===== src/rtl/traffic_pkg.sv =====
// Shared types and constants for the actuated four-way intersection phase scheduler.
// Lamp vectors are ordered {ns_green, ns_left_green, ns_yellow, ns_red, ew_green, ew_left_green, ew_yellow, ew_red}.
package traffic_pkg;

  typedef enum logic [3:0] {
    INIT_RED  = 4'd0,
    NS_LEFT   = 4'd1,
    NS_GREEN  = 4'd2,
    NS_YELLOW = 4'd3,
    NS_CLEAR  = 4'd4,
    EW_LEFT   = 4'd5,
    EW_GREEN  = 4'd6,
    EW_YELLOW = 4'd7,
    EW_CLEAR  = 4'd8
  } state_t;

  localparam logic DIR_NS = 1'b0;
  localparam logic DIR_EW = 1'b1;

  localparam logic [7:0] LAMPS_INIT_RED  = 8'b0001_0001;
  localparam logic [7:0] LAMPS_NS_LEFT   = 8'b0101_0001;
  localparam logic [7:0] LAMPS_NS_GREEN  = 8'b1000_0001;
  localparam logic [7:0] LAMPS_NS_YELLOW = 8'b0010_0001;
  localparam logic [7:0] LAMPS_NS_CLEAR  = 8'b0001_0001;
  localparam logic [7:0] LAMPS_EW_LEFT   = 8'b0001_0101;
  localparam logic [7:0] LAMPS_EW_GREEN  = 8'b0001_1000;
  localparam logic [7:0] LAMPS_EW_YELLOW = 8'b0001_0010;
  localparam logic [7:0] LAMPS_EW_CLEAR  = 8'b0001_0001;

  function automatic logic [7:0] lamps_of(input state_t s);
    logic [7:0] v;
    case (s)
      INIT_RED:  v = LAMPS_INIT_RED;
      NS_LEFT:   v = LAMPS_NS_LEFT;
      NS_GREEN:  v = LAMPS_NS_GREEN;
      NS_YELLOW: v = LAMPS_NS_YELLOW;
      NS_CLEAR:  v = LAMPS_NS_CLEAR;
      EW_LEFT:   v = LAMPS_EW_LEFT;
      EW_GREEN:  v = LAMPS_EW_GREEN;
      EW_YELLOW: v = LAMPS_EW_YELLOW;
      EW_CLEAR:  v = LAMPS_EW_CLEAR;
      default:   v = LAMPS_INIT_RED;
    endcase
    return v;
  endfunction

  function automatic state_t green_of(input logic dir);
    state_t s;
    if (dir == DIR_EW) s = EW_GREEN;
    else s = NS_GREEN;
    return s;
  endfunction

endpackage


===== src/rtl/traffic_phase_sched_if.sv =====
// Detector inputs and lamp/status outputs of the phase scheduler.
// The scheduler takes the slave side; the cabinet/controller side takes master.
interface traffic_phase_sched_if;
  logic       ns_car_req;
  logic       ew_car_req;
  logic       ns_left_req;
  logic       ew_left_req;
  logic       preempt_req;
  logic       preempt_dir;
  logic       ns_green;
  logic       ns_left_green;
  logic       ns_yellow;
  logic       ns_red;
  logic       ew_green;
  logic       ew_left_green;
  logic       ew_yellow;
  logic       ew_red;
  logic [3:0] phase;
  logic       preempt_active;

  modport master (
    output ns_car_req, ew_car_req, ns_left_req, ew_left_req, preempt_req, preempt_dir,
    input  ns_green, ns_left_green, ns_yellow, ns_red,
    input  ew_green, ew_left_green, ew_yellow, ew_red, phase, preempt_active
  );

  modport slave (
    input  ns_car_req, ew_car_req, ns_left_req, ew_left_req, preempt_req, preempt_dir,
    output ns_green, ns_left_green, ns_yellow, ns_red,
    output ew_green, ew_left_green, ew_yellow, ew_red, phase, preempt_active
  );
endinterface


===== src/rtl/traffic_phase_sched_tick_gen.sv =====
// Timing-tick prescaler: counts 0..TICK_DIV-1 and pulses tick for one clk on the last count.
module tick_gen #(
  parameter int TICK_DIV = 10
) (
  input  logic clk,
  input  logic rst_n,
  output logic tick
);
  localparam int PW = (TICK_DIV > 1) ? $clog2(TICK_DIV) : 1;
  localparam logic [PW-1:0] LAST = PW'(TICK_DIV - 1);

  logic [PW-1:0] cnt_r;
  logic [PW-1:0] cnt_next_s;
  logic          tick_r;

  // Next prescaler count with wrap at the last count.
  always_comb begin
    cnt_next_s = cnt_r;
    if (cnt_r == LAST) cnt_next_s = '0;
    else cnt_next_s = cnt_r + PW'(1);
  end

  // Prescaler and registered tick; tick_r tracks (cnt_r == LAST).
  always_ff @(posedge clk or negedge rst_n) begin
    if (!rst_n) begin
      cnt_r  <= '0;
      tick_r <= (TICK_DIV == 1);
    end else begin
      cnt_r  <= cnt_next_s;
      tick_r <= (cnt_next_s == LAST);
    end
  end

  assign tick = tick_r;
endmodule


===== src/rtl/traffic_phase_sched.sv =====
// Actuated phase scheduler for a four-way intersection: latched demands, min/max green,
// left-phase skipping, rest-in-green and emergency preemption.
module traffic_phase_sched
  import traffic_pkg::*;
#(
  parameter int TICK_DIV   = 10,
  parameter int MIN_GREEN  = 5,
  parameter int MAX_GREEN  = 20,
  parameter int LEFT_GREEN = 4,
  parameter int YELLOW     = 3,
  parameter int ALL_RED    = 1,
  parameter int CNT_W      = 8
) (
  input logic                  clk,
  input logic                  rst_n,
  traffic_phase_sched_if.slave bus
);
  localparam logic [CNT_W-1:0] MIN_LAST    = CNT_W'(MIN_GREEN - 1);
  localparam logic [CNT_W-1:0] MAX_LAST    = CNT_W'(MAX_GREEN - 1);
  localparam logic [CNT_W-1:0] LEFT_LAST   = CNT_W'(LEFT_GREEN - 1);
  localparam logic [CNT_W-1:0] YELLOW_LAST = CNT_W'(YELLOW - 1);
  localparam logic [CNT_W-1:0] CLEAR_LAST  = CNT_W'(ALL_RED - 1);

  state_t           state_r;
  state_t           state_next_s;
  logic [CNT_W-1:0] timer_r;
  logic             tick_s;
  logic             ns_car_r, ew_car_r, ns_left_r, ew_left_r;
  logic             pre_act_r, pre_dir_r;
  logic             pre_ns_s, pre_ew_s, pre_rel_s;
  logic             min_done_s, max_done_s, left_done_s, yellow_done_s, clear_done_s;
  logic             ns_dem_s, ew_dem_s;
  logic [7:0]       lamps_next_s;
  logic [7:0]       lamps_r;

  tick_gen #(.TICK_DIV(TICK_DIV)) u_tick_gen (
    .clk   (clk),
    .rst_n (rst_n),
    .tick  (tick_s)
  );

  assign pre_ns_s      = pre_act_r && (pre_dir_r == DIR_NS);
  assign pre_ew_s      = pre_act_r && (pre_dir_r == DIR_EW);
  assign pre_rel_s     = pre_act_r && !bus.preempt_req && tick_s && (state_r == green_of(pre_dir_r));
  assign min_done_s    = (timer_r >= MIN_LAST);
  assign max_done_s    = (timer_r >= MAX_LAST);
  assign left_done_s   = (timer_r == LEFT_LAST);
  assign yellow_done_s = (timer_r == YELLOW_LAST);
  assign clear_done_s  = (timer_r == CLEAR_LAST);
  assign ns_dem_s      = ns_car_r || ns_left_r;
  assign ew_dem_s      = ew_car_r || ew_left_r;

  // State register.
  always_ff @(posedge clk or negedge rst_n) begin
    if (!rst_n) state_r <= INIT_RED;
    else state_r <= state_next_s;
  end

  // Next-state logic; all transitions happen on a tick. An own-direction through
  // demand extends green past MIN up to MAX while cross demand waits.
  always_comb begin
    state_next_s = state_r;
    if (tick_s) begin
      case (state_r)
        INIT_RED: begin
          if (!clear_done_s) state_next_s = state_r;
          else if (pre_act_r) state_next_s = green_of(pre_dir_r);
          else if (ns_left_r) state_next_s = NS_LEFT;
          else state_next_s = NS_GREEN;
        end
        NS_LEFT: begin
          if (pre_ew_s) state_next_s = NS_YELLOW;
          else if (pre_ns_s || left_done_s) state_next_s = NS_GREEN;
          else state_next_s = state_r;
        end
        NS_GREEN: begin
          if (pre_ew_s) state_next_s = NS_YELLOW;
          else if (pre_ns_s) state_next_s = state_r;
          else if (ew_dem_s && ((min_done_s && !ns_car_r) || max_done_s)) state_next_s = NS_YELLOW;
          else state_next_s = state_r;
        end
        NS_YELLOW: begin
          if (yellow_done_s) state_next_s = NS_CLEAR;
          else state_next_s = state_r;
        end
        NS_CLEAR: begin
          if (!clear_done_s) state_next_s = state_r;
          else if (pre_act_r) state_next_s = green_of(pre_dir_r);
          else if (ew_left_r) state_next_s = EW_LEFT;
          else state_next_s = EW_GREEN;
        end
        EW_LEFT: begin
          if (pre_ns_s) state_next_s = EW_YELLOW;
          else if (pre_ew_s || left_done_s) state_next_s = EW_GREEN;
          else state_next_s = state_r;
        end
        EW_GREEN: begin
          if (pre_ns_s) state_next_s = EW_YELLOW;
          else if (pre_ew_s) state_next_s = state_r;
          else if (ns_dem_s && ((min_done_s && !ew_car_r) || max_done_s)) state_next_s = EW_YELLOW;
          else state_next_s = state_r;
        end
        EW_YELLOW: begin
          if (yellow_done_s) state_next_s = EW_CLEAR;
          else state_next_s = state_r;
        end
        EW_CLEAR: begin
          if (!clear_done_s) state_next_s = state_r;
          else if (pre_act_r) state_next_s = green_of(pre_dir_r);
          else if (ns_left_r) state_next_s = NS_LEFT;
          else state_next_s = NS_GREEN;
        end
        default: state_next_s = INIT_RED;
      endcase
    end else begin
      state_next_s = state_r;
    end
  end

  // Lamp decode of the upcoming state so the registered lamps move with the state.
  always_comb begin
    lamps_next_s = lamps_of(state_next_s);
  end

  // Registered lamp outputs.
  always_ff @(posedge clk or negedge rst_n) begin
    if (!rst_n) lamps_r <= LAMPS_INIT_RED;
    else lamps_r <= lamps_next_s;
  end

  // Phase timer: restarts on any state change and on preemption release.
  always_ff @(posedge clk or negedge rst_n) begin
    if (!rst_n) timer_r <= '0;
    else if ((state_next_s != state_r) || pre_rel_s) timer_r <= '0;
    else if (tick_s && (timer_r != {CNT_W{1'b1}})) timer_r <= timer_r + CNT_W'(1);
  end

  // Sticky demand latches; a detector still asserted on the clearing edge keeps its latch set.
  always_ff @(posedge clk or negedge rst_n) begin
    if (!rst_n) begin
      ns_car_r  <= 1'b0;
      ew_car_r  <= 1'b0;
      ns_left_r <= 1'b0;
      ew_left_r <= 1'b0;
    end else begin
      ns_car_r  <= bus.ns_car_req  || (ns_car_r  && !((state_next_s == NS_GREEN) && (state_r != NS_GREEN)));
      ew_car_r  <= bus.ew_car_req  || (ew_car_r  && !((state_next_s == EW_GREEN) && (state_r != EW_GREEN)));
      ns_left_r <= bus.ns_left_req || (ns_left_r && !((state_next_s == NS_LEFT)  && (state_r != NS_LEFT)));
      ew_left_r <= bus.ew_left_req || (ew_left_r && !((state_next_s == EW_LEFT)  && (state_r != EW_LEFT)));
    end
  end

  // Preemption sequence flag; direction is frozen for the whole sequence.
  always_ff @(posedge clk or negedge rst_n) begin
    if (!rst_n) begin
      pre_act_r <= 1'b0;
      pre_dir_r <= DIR_NS;
    end else if (!pre_act_r && bus.preempt_req) begin
      pre_act_r <= 1'b1;
      pre_dir_r <= bus.preempt_dir;
    end else if (pre_rel_s) begin
      pre_act_r <= 1'b0;
    end
  end

  assign {bus.ns_green, bus.ns_left_green, bus.ns_yellow, bus.ns_red,
          bus.ew_green, bus.ew_left_green, bus.ew_yellow, bus.ew_red} = lamps_r;
  assign bus.phase          = state_r;
  assign bus.preempt_active = pre_act_r;
endmodule


===== src/flat_wrapper.sv =====
// flat-port wrapper written by rule: the top's interface ports become plain ports
module traffic_phase_sched_flat import traffic_pkg::*;
#(
  parameter int TICK_DIV   = 10,
  parameter int MIN_GREEN  = 5,
  parameter int MAX_GREEN  = 20,
  parameter int LEFT_GREEN = 4,
  parameter int YELLOW     = 3,
  parameter int ALL_RED    = 1,
  parameter int CNT_W      = 8
)
  (clk, rst_n, bus_ns_car_req, bus_ew_car_req, bus_ns_left_req, bus_ew_left_req, bus_preempt_req, bus_preempt_dir, bus_ns_green, bus_ns_left_green, bus_ns_yellow, bus_ns_red, bus_ew_green, bus_ew_left_green, bus_ew_yellow, bus_ew_red, bus_phase, bus_preempt_active);
  traffic_phase_sched_if bus_i ();
  input logic clk;
  input logic rst_n;
  input wire logic [$bits(bus_i.ns_car_req)-1:0] bus_ns_car_req;
  input wire logic [$bits(bus_i.ew_car_req)-1:0] bus_ew_car_req;
  input wire logic [$bits(bus_i.ns_left_req)-1:0] bus_ns_left_req;
  input wire logic [$bits(bus_i.ew_left_req)-1:0] bus_ew_left_req;
  input wire logic [$bits(bus_i.preempt_req)-1:0] bus_preempt_req;
  input wire logic [$bits(bus_i.preempt_dir)-1:0] bus_preempt_dir;
  output wire logic [$bits(bus_i.ns_green)-1:0] bus_ns_green;
  output wire logic [$bits(bus_i.ns_left_green)-1:0] bus_ns_left_green;
  output wire logic [$bits(bus_i.ns_yellow)-1:0] bus_ns_yellow;
  output wire logic [$bits(bus_i.ns_red)-1:0] bus_ns_red;
  output wire logic [$bits(bus_i.ew_green)-1:0] bus_ew_green;
  output wire logic [$bits(bus_i.ew_left_green)-1:0] bus_ew_left_green;
  output wire logic [$bits(bus_i.ew_yellow)-1:0] bus_ew_yellow;
  output wire logic [$bits(bus_i.ew_red)-1:0] bus_ew_red;
  output wire logic [$bits(bus_i.phase)-1:0] bus_phase;
  output wire logic [$bits(bus_i.preempt_active)-1:0] bus_preempt_active;
  assign bus_i.ns_car_req = bus_ns_car_req;
  assign bus_i.ew_car_req = bus_ew_car_req;
  assign bus_i.ns_left_req = bus_ns_left_req;
  assign bus_i.ew_left_req = bus_ew_left_req;
  assign bus_i.preempt_req = bus_preempt_req;
  assign bus_i.preempt_dir = bus_preempt_dir;
  assign bus_ns_green = bus_i.ns_green;
  assign bus_ns_left_green = bus_i.ns_left_green;
  assign bus_ns_yellow = bus_i.ns_yellow;
  assign bus_ns_red = bus_i.ns_red;
  assign bus_ew_green = bus_i.ew_green;
  assign bus_ew_left_green = bus_i.ew_left_green;
  assign bus_ew_yellow = bus_i.ew_yellow;
  assign bus_ew_red = bus_i.ew_red;
  assign bus_phase = bus_i.phase;
  assign bus_preempt_active = bus_i.preempt_active;
  traffic_phase_sched #(.TICK_DIV(TICK_DIV), .MIN_GREEN(MIN_GREEN), .MAX_GREEN(MAX_GREEN), .LEFT_GREEN(LEFT_GREEN), .YELLOW(YELLOW), .ALL_RED(ALL_RED), .CNT_W(CNT_W)) u_core (.clk(clk), .rst_n(rst_n), .bus(bus_i));
endmodule

===== config.mk =====
export PLATFORM = sky130hd
export DESIGN_NAME = traffic_phase_sched_flat
export DESIGN_NICKNAME = d
export VERILOG_FILES = /design/src/rtl/traffic_pkg.sv /design/src/rtl/traffic_phase_sched_if.sv /design/src/rtl/traffic_phase_sched_tick_gen.sv /design/src/rtl/traffic_phase_sched.sv /design/src/flat_wrapper.sv
export SDC_FILE = /design/constraint.sdc
export NUM_CORES = 1
export LEC_CHECK = 0
export ABC_AREA = 0
export CAP_MARGIN = 10
export CORE_ASPECT_RATIO = 0.5
export CORE_MARGIN = 2
export CORE_UTILIZATION = 55
export DETAILED_ROUTE_END_ITERATION = 10
export GPL_ROUTABILITY_DRIVEN = 0
export PLACE_DENSITY = 0.78
export SLEW_MARGIN = 5
export SYNTH_ARGS = -nofsm -noshare
export SYNTH_HDL_FRONTEND = slang
export SYNTH_SLANG_ARGS = --single-unit

===== constraint.sdc =====
create_clock -name clk -period 2.6 [get_ports clk]
set_input_delay 0.26 -clock clk [delete_from_list [all_inputs] [get_ports clk]]
set_output_delay 0.26 -clock clk [all_outputs]
set_load 0.03 [all_outputs]

# [Word level (Yosys, flattened, before mapping)]
# Memory sizes are Yosys's and may differ from the RTL's. A register that Yosys moved wholly into a read port is not among the register bits.
# Index checks and enable logic that the tools add are counted.
[op_classes] addsub=2 n_lt_le_gt_ge=2 n_eq_ne=23 muxes=26 n_bitwise=1 reduce_logical=44
[ops] operator="4-bit two-way mux" count=18
[ops] operator="4-bit case mux with 8 select lines" count=1
[ops] operator="4-bit by 3-bit == test with 1-bit output, second input constant" count=6
[ops] operator="1-bit logical AND" count=19
[ops] operator="8-bit by 2-bit == test with 1-bit output, second input constant" count=2
[ops] operator="8-bit two-way mux" count=2
[ops] operator="4-bit by 2-bit == test with 1-bit output, second input constant" count=3
[ops] operator="4-bit == test, second input constant" count=3
[ops] operator="1-bit logical OR" count=11
[ops] operator="1-bit zero test" count=9
[ops] operator="8-bit by 1-bit adder with 8-bit output, second input constant" count=1
[ops] operator="4-bit by 1-bit == test with 1-bit output, second input constant" count=2
[ops] operator="8-bit by 3-bit >= comparator with 1-bit output, second input constant" count=1
[ops] operator="8-bit by 5-bit >= comparator with 1-bit output, second input constant" count=1
[ops] operator="8-bit zero test" count=1
[ops] operator="4-bit by 3-bit != test with 1-bit output, second input constant" count=2
[ops] operator="8-bit != test, second input constant" count=1
[ops] operator="4-bit by 1-bit adder with 4-bit output, second input constant" count=1
[ops] operator="4-bit by 3-bit == test with 1-bit output" count=1
[ops] operator="4-bit zero test" count=1
[ops] operator="2-bit two-way mux" count=2
[ops] operator="4-bit by 1-bit != test with 1-bit output, second input constant" count=1
[ops] operator="4-bit by 2-bit != test with 1-bit output, second input constant" count=1
[ops] operator="4-bit != test" count=1
[ops] operator="other kinds (5)" count=7
[word_totals] register_bits=23 romBits=128 in_bits=8 out_inout_bits=13 elab_cells=109 n_memories=1
[mem_list] memory="(name not given)" depth=16 width=8 read_ports=1 rd_clocked_by_memory_dff=1 wr=0 line="traffic_pkg.sv:32" rtl="case (s)"

# [Logic depth before layout (Yosys ltp)]
[logic_depth] word_depth=14 depth_mapped=10 mapped_depth_nobuf=10

# [Cells and area by module]
# From an unflattened synthesis, not the netlist that was laid out.
[unflattened] cells_unflattened=206 hier_area_um2=1908.1
[by_module_without_submodules] mod="traffic_phase_sched" instances=1 cells_each=190 area_per_inst_um2=1710.4 seq_area_each_um2=653.1
[by_module_without_submodules] mod="tick_gen" instances=1 cells_each=16 area_per_inst_um2=197.7 seq_area_each_um2=125.1

# [Worst setup path before layout]
# No wires, ideal clock.
[synth_timing] path_type="register to register" startpoint="reg u_core.state_r[1] (netlist: u_core.bus.phase[1])" endpoint="reg u_core.ew_left_r" setup_time_ns=0.124 arrival_time_ns=2.284 required_ns=2.476 setup_slack_ns=0.192 path_stages_with_launch=9 path_buffers=1 synth_period_minus_slack_ns=2.408 cell_sequence="dfrtp_1 > buf_6 > or3_1 > or4_4 > o21ai_2 > o21bai_2 > a21oi_2 > nand3_2 > a211o_1"
[synth_via] elab_chain_len=10 elab_cells_between_ends=32 classes_between="10 x eq/ne; 16 x mux; 6 x reduce/logical"
[synth_rtl] item="start: declaration" line="traffic_phase_sched.sv:24" rtl="state_t state_r;"
[synth_rtl] item="start signal: assignment" line="traffic_phase_sched.sv:56" rtl="else state_r <= state_next_s;"
[synth_rtl] item="4-bit two-way mux (on tied branches)" line="traffic_phase_sched.sv:100, traffic_phase_sched.sv:79"
[synth_rtl] item="4-bit two-way mux (on tied branches)" line="traffic_phase_sched.sv:99, traffic_phase_sched.sv:78"
[synth_rtl] item="4-bit two-way mux (on tied branches)" line="traffic_phase_sched.sv:98, traffic_phase_sched.sv:77"
[synth_rtl] item="4-bit case mux with 8 select lines" line="traffic_phase_sched.sv:64" rtl="case (state_r)"
[synth_rtl] item="4-bit two-way mux" line="traffic_phase_sched.sv:63" rtl="if (tick_s) begin"
[synth_rtl] item="4-bit by 3-bit == test with 1-bit output" line="traffic_phase_sched.sv:149" rtl="ew_left_r <= bus.ew_left_req || (ew_left_r && !((state_next_s == EW_LEFT) && (state_r != EW_LEFT)));"
[synth_rtl] item="1-bit logical AND *" line="traffic_phase_sched.sv:149"
[synth_rtl] item="1-bit zero test *" line="traffic_phase_sched.sv:149"
[synth_rtl] item="1-bit logical AND *" line="traffic_phase_sched.sv:149"
[synth_rtl] item="1-bit logical OR *" line="traffic_phase_sched.sv:149"
[synth_rtl] item="end signal: assignment" line="traffic_phase_sched.sv:149"
[synth_rtl] item="end: declaration" line="traffic_phase_sched.sv:28" rtl="logic ns_car_r, ew_car_r, ns_left_r, ew_left_r;"
# Mark *: on every way between the ends. The rest lies on a longest branch, timed or not.
# A chain may end at the register's enable or synchronous reset.

# [Worst setup path in the final report]
[layout_timing] startpoint="reg u_core.timer_r[0]" endpoint="reg u_core.ew_left_r"
[layout_via] elab_chain_len=14 elab_cells_between_ends=34 classes_between="2 x order compare; 3 x eq/ne; 16 x mux; 13 x reduce/logical"
[layout_rtl] item="start: declaration" line="traffic_phase_sched.sv:26" rtl="logic [CNT_W-1:0] timer_r;"
[layout_rtl] item="start signal: assignment" line="traffic_phase_sched.sv:135" rtl="else if (tick_s && (timer_r != {CNT_W{1'b1}})) timer_r <= timer_r + CNT_W'(1);"
[layout_rtl] item="8-bit by 3-bit >= comparator with 1-bit output" line="traffic_phase_sched.sv:45" rtl="assign min_done_s = (timer_r >= MIN_LAST);"
[layout_rtl] item="1-bit logical AND (on tied branches)" line="traffic_phase_sched.sv:100, traffic_phase_sched.sv:79"
[layout_rtl] item="1-bit logical OR (on tied branches)" line="traffic_phase_sched.sv:100, traffic_phase_sched.sv:79"
[layout_rtl] item="1-bit logical AND (on tied branches)" line="traffic_phase_sched.sv:100, traffic_phase_sched.sv:79"
[layout_rtl] item="4-bit two-way mux (on tied branches)" line="traffic_phase_sched.sv:100, traffic_phase_sched.sv:79"
[layout_rtl] item="4-bit two-way mux (on tied branches)" line="traffic_phase_sched.sv:99, traffic_phase_sched.sv:78"
[layout_rtl] item="4-bit two-way mux (on tied branches)" line="traffic_phase_sched.sv:98, traffic_phase_sched.sv:77"
[layout_rtl] item="4-bit case mux with 8 select lines *" line="traffic_phase_sched.sv:64"
[layout_rtl] item="4-bit two-way mux *" line="traffic_phase_sched.sv:63"
[layout_rtl] item="4-bit by 3-bit == test with 1-bit output *" line="traffic_phase_sched.sv:149"
[layout_rtl] item="1-bit logical AND *" line="traffic_phase_sched.sv:149"
[layout_rtl] item="1-bit zero test *" line="traffic_phase_sched.sv:149"
[layout_rtl] item="1-bit logical AND *" line="traffic_phase_sched.sv:149"
[layout_rtl] item="1-bit logical OR *" line="traffic_phase_sched.sv:149"
# Marked as above.

==> impl_table.tex <==
\begin{tabular}{lr}
\hline
Metric & Value \\
\hline
\multicolumn{2}{l}{\textbf{Route}} \\
Pre-antenna DRT Iters & 4 \\
Final WL & 4000 um \\
Routed vias & 1,515 \\
Number of DRC markers in iteration 0 & 192 \\
Average vias per placed instance & 5.872 \\
Detailed-route wire length per cell & 15.50 um \\
DRC errors left & 0 \\
Remaining number of nets flagged by the antenna check after routing & 0 \\
\multicolumn{2}{l}{\textbf{Clock tree}} \\
Number of H-tree levels & 2 \\
Num CTS Buffers & 5 \\
Clk slew on worst S/H paths & 0.06 ns \\
Clk sink count & 31 \\
Post-cts hold buffer count & 0 \\
Clock latency of the later-clocked register in the worst-skew pair & 0.28 ns \\
Clock tree from TritonCTS & built \\
Root buffer cell & sky130\_fd\_sc\_hd\_\_clkbuf\_8 \\
Number of buffers on the longest clock path & 2 \\
\multicolumn{2}{l}{\textbf{Synthesis}} \\
Synth cell types & 53 \\
Multiplexer share of the synthesized area & 1.245\% \\
Mapped Area & 1709 um2 \\
Synth Area in Adders & 2.196\% \\
Top cell type by total area after synthesis & sky130\_fd\_sc\_hd\_\_dfrtp\_1 \\
Synth warnings & 0 \\
Simple-gate share of the synthesized area & 25.33\% \\
Synthesized instance count & 181 \\
Leading post-synthesis cells by cell area & sky130\_fd\_sc\_hd\_\_dfrtp\_1 (42\%), sky130\_fd\_sc\_hd\_\_nor2\_1 (4.6\%), sky130\_fd\_sc\_hd\_\_nand2\_1 (4.2\%), sky130\_fd\_sc\_hd\_\_dfstp\_2 (3.1\%), sky130\_fd\_sc\_hd\_\_xnor2\_1 (2.6\%) \\
Synth Flop Type & sky130\_fd\_sc\_hd\_\_dfrtp\_1 \\
Dominant combinational cell family by area after synthesis & simple AND/OR/NAND/NOR gates \\
Flip-flop and latch count after synthesis & 31 \\
Commonest cells in the synthesized netlist & sky130\_fd\_sc\_hd\_\_dfrtp\_1 (29), sky130\_fd\_sc\_hd\_\_nor2\_1 (21), sky130\_fd\_sc\_hd\_\_nand2\_1 (19), sky130\_fd\_sc\_hd\_\_inv\_1 (11), sky130\_fd\_sc\_hd\_\_nand3\_1 (7) \\
Fraction of the mapped netlist area in compound gates & 16.18\% \\
Post-synthesis sequential area ratio & 45.53\% \\
Cell with the most instances after synthesis & sky130\_fd\_sc\_hd\_\_dfrtp\_1 \\
Number of enable-type register cells in the synthesized netlist & 0 \\
Share of the synthesized area in the top cell type & 42.46\% \\
Post-Synthesis Net Count & 192 \\
Area share of xor/xnor cells in the synthesized design & 4.612\% \\
Post-synthesis area per instance & 9.443 um2 \\
Share of flip-flops with an asynchronous set or reset & 100.0\% \\
\multicolumn{2}{l}{\textbf{Critical path}} \\
Family with the most delay on the worst path & simple AND/OR/NAND/NOR gates \\
CP Data Arrival Time & 2.68 ns \\
Reg2reg path depth & 9 \\
Worst path cell trace & inv\_1, ha\_1, or4b\_4, or4\_4, o21ai\_2, o21bai\_2, a21oi\_2, nand3\_2, a211o\_1 \\
Peak fanout along the critical path & 5 \\
Stages on the worst setup path & 9 \\
Worst setup path startpoint & u\_core.timer\_r[0] \\
CP Launch Type & flip-flop \\
Critical path data required time & 2.77 ns \\
Critical path buffer and inverter count & 1 \\
Worst setup path class & flip-flop to flip-flop \\
Launch instance of the worst register-to-register path & u\_core.timer\_r[0] \\
Slowest Stage Delay on Critical Path & 0.51 ns \\
Setup crit end kind & flip-flop \\
Worst path slowest cell & sky130\_fd\_sc\_hd\_\_or4\_4 \\
\multicolumn{2}{l}{\textbf{Global routing}} \\
Number of global-route vias before repair & 1,449 \\
Pin count of the biggest net entering global routing & 32 \\
Total global routing overflow & 0 \\
First-pass GRT wire length & 6975 um \\
Combined global-route utilization of all metal layers & 24.93\% \\
Initial antenna violation count & 0 \\
\multicolumn{2}{l}{\textbf{Timing}} \\
Fin Hold WS & 0.3587 ns \\
TNS Setup & 0 ns \\
Clock Skew & 0.006357 ns \\
Final Cycle Share & 96.64\% \\
Crit path time final & 2.513 ns \\
Final Worst Setup Slack & 0.08731 ns \\
Setup-failing EPs final & 0 \\
Final number of hold-violating endpoints & 0 \\
Normalized max-slew margin & 64.74\% \\
RSZ-0062 raised after global routing & yes \\
Tightest Pin Transition & 0.5264 ns \\
Slew Viols, Final & 0 \\
Fmax & 398.0 MHz \\
\multicolumn{2}{l}{\textbf{Floorplan}} \\
Die outline area & 3597 um2 \\
Number of cell rows & 14 \\
Width of the die & 82.84 um \\
Vertical die dimension & 43.42 um \\
Core Footprint & 2978 um2 \\
Initial core utilization & 57.39\% \\
Ports & 21 \\
\multicolumn{2}{l}{\textbf{Placed design}} \\
Post-placement setup slack & 0.007101 ns \\
Number of cells in the design after placement & 247 \\
Cell area after placement & 2007 um2 \\
Dpl hpwl & 2953 um \\
Count of input and output buffers & 20 \\
\multicolumn{2}{l}{\textbf{Hold path}} \\
Path type of the worst min-delay path & primary input to asynchronous set/reset pin \\
\multicolumn{2}{l}{\textbf{Final layout}} \\
Net count, final & 228 \\
Final instance count without filler cells & 258 \\
Final design utilization & 72.48\% \\
Fraction of layout instances using a drive strength above 1 & 17.89\% \\
N\_diodes & 0 \\
Layout area overhead & 26.28\% \\
Final std cell area, no fill & 2158 um2 \\
\multicolumn{2}{l}{\textbf{Power}} \\
P\_leak & 0.9764 nW \\
Maximum vdd ir drop & 0.4405 mV \\
Overall Power & 1.451 mW \\
Power Density & 672.2 nW/um2 \\
\multicolumn{2}{l}{\textbf{Status}} \\
Outcome & finished clean \\
\multicolumn{2}{l}{\textbf{Job}} \\
\# Max-Cap Violations & 0 \\
\hline
\end{tabular}
## cell type report
type / count / area [um2]
multi-input cells: 133 / 858.3
fillers: 238 / 819.5
flip-flops and latches: 31 / 778.2
repair buffers: 35 / 312.8
clock buffers: 6 / 82.58
well taps: 40 / 50.05
inverters: 11 / 41.29
clock inverters: 2 / 35.03
## power by group
| group | total [mW] | internal, mW | switching, mW |
|---|---|---|---|
| sequential | 0.553 | 0.523 | 0.0294 |
| clock | 0.480 | 0.310 | 0.170 |
| combinational | 0.418 | 0.187 | 0.231 |
## worst paths after layout
check | to | slack, ns
hold / removal | u_core.timer_r[0] | 0.36
setup / recovery | u_core.ew_left_r | 0.09
setup reg to reg | u_core.ew_left_r | 0.09
hold reg to reg | u_core.u_tick_gen.tick | 0.50
min in group clk | u_core.u_tick_gen.tick | 0.50
max in group asynchronous | u_core.lamps_r[4] | 1.92
## cell families after synthesis
| kind of cell | Yosys count |
|---|---|
| AO/OA/AOI/OAI | 37 |
| flip-flops | 31 |
| adder cells (fa/ha/maj) | 3 |
| multiplexers | 2 |
| buffers and inverters | 17 |
| XOR/XNOR | 9 |
| AND/OR/NAND/NOR | 82 |
## metal layers
layer / track usage [%] / share of wire (%) / vias up
li1: - / - / 721
met1: 33.13 / 44 / 715
met2: 41.29 / 46 / 68
met3: 7.429 / 8.5 / 11
met4: 6.230 / 1.2 / 0
met5: 0 / 0 / -
## worst reg2reg max path: cells and delay by family, from the launching register on
| family | cells | cell delay (ns) |
|---|---|---|
| flip-flops | 1 | 0.39 |
| AO/OA/AOI/OAI | 4 | 0.68 |
| adder cells (fa/ha/maj) | 1 | 0.14 |
| buffers and inverters | 1 | 0.09 |
| AND/OR/NAND/NOR | 3 | 1.12 |
## layout by cell type, fill, tap and decap left out, drive strengths merged, types with 2 or more instances in the layout
master         netlist  layout
dfstp                2       2
o2111ai              2       2
nand2               19      19
inv                 11      11
ha                   3       3
a21oi                5       5
nand4                2       2
xnor2                5       5
dfrtp               29      29
nand2b               3       3
xor2                 4       4
buf                  5      15
or3                  4       4
o21ai                7       7
clkbuf               1       6
o31ai                2       2
nor4                 2       2
o21bai               2       2
nor2                21      21
and4                 3       3
clkdlybuf4s50        0      20
and3                 4       4
nor3b                3       3
nor2b                4       4
nor3                 4       4
a31oi                5       5
nand3                8       8
a21o                 2       2
## what timing repair did
action,CTS,global route
setup endpoints to repair,1,2
gates cloned,0,0
pin swaps,1,2
buffers inserted,1,2
resized for setup,0,2
## registers in the layout (all words and copies together) (netlist names), 4 cells and up
| register | cells |
|---|---|
| u_core.lamps_r | 8 |
| u_core.bus.phase | 4 |
| u_core.u_tick_gen.cnt_r | 4 |
| u_core.timer_r | 8 |
Note: power is estimated with default switching activity, not from simulation.
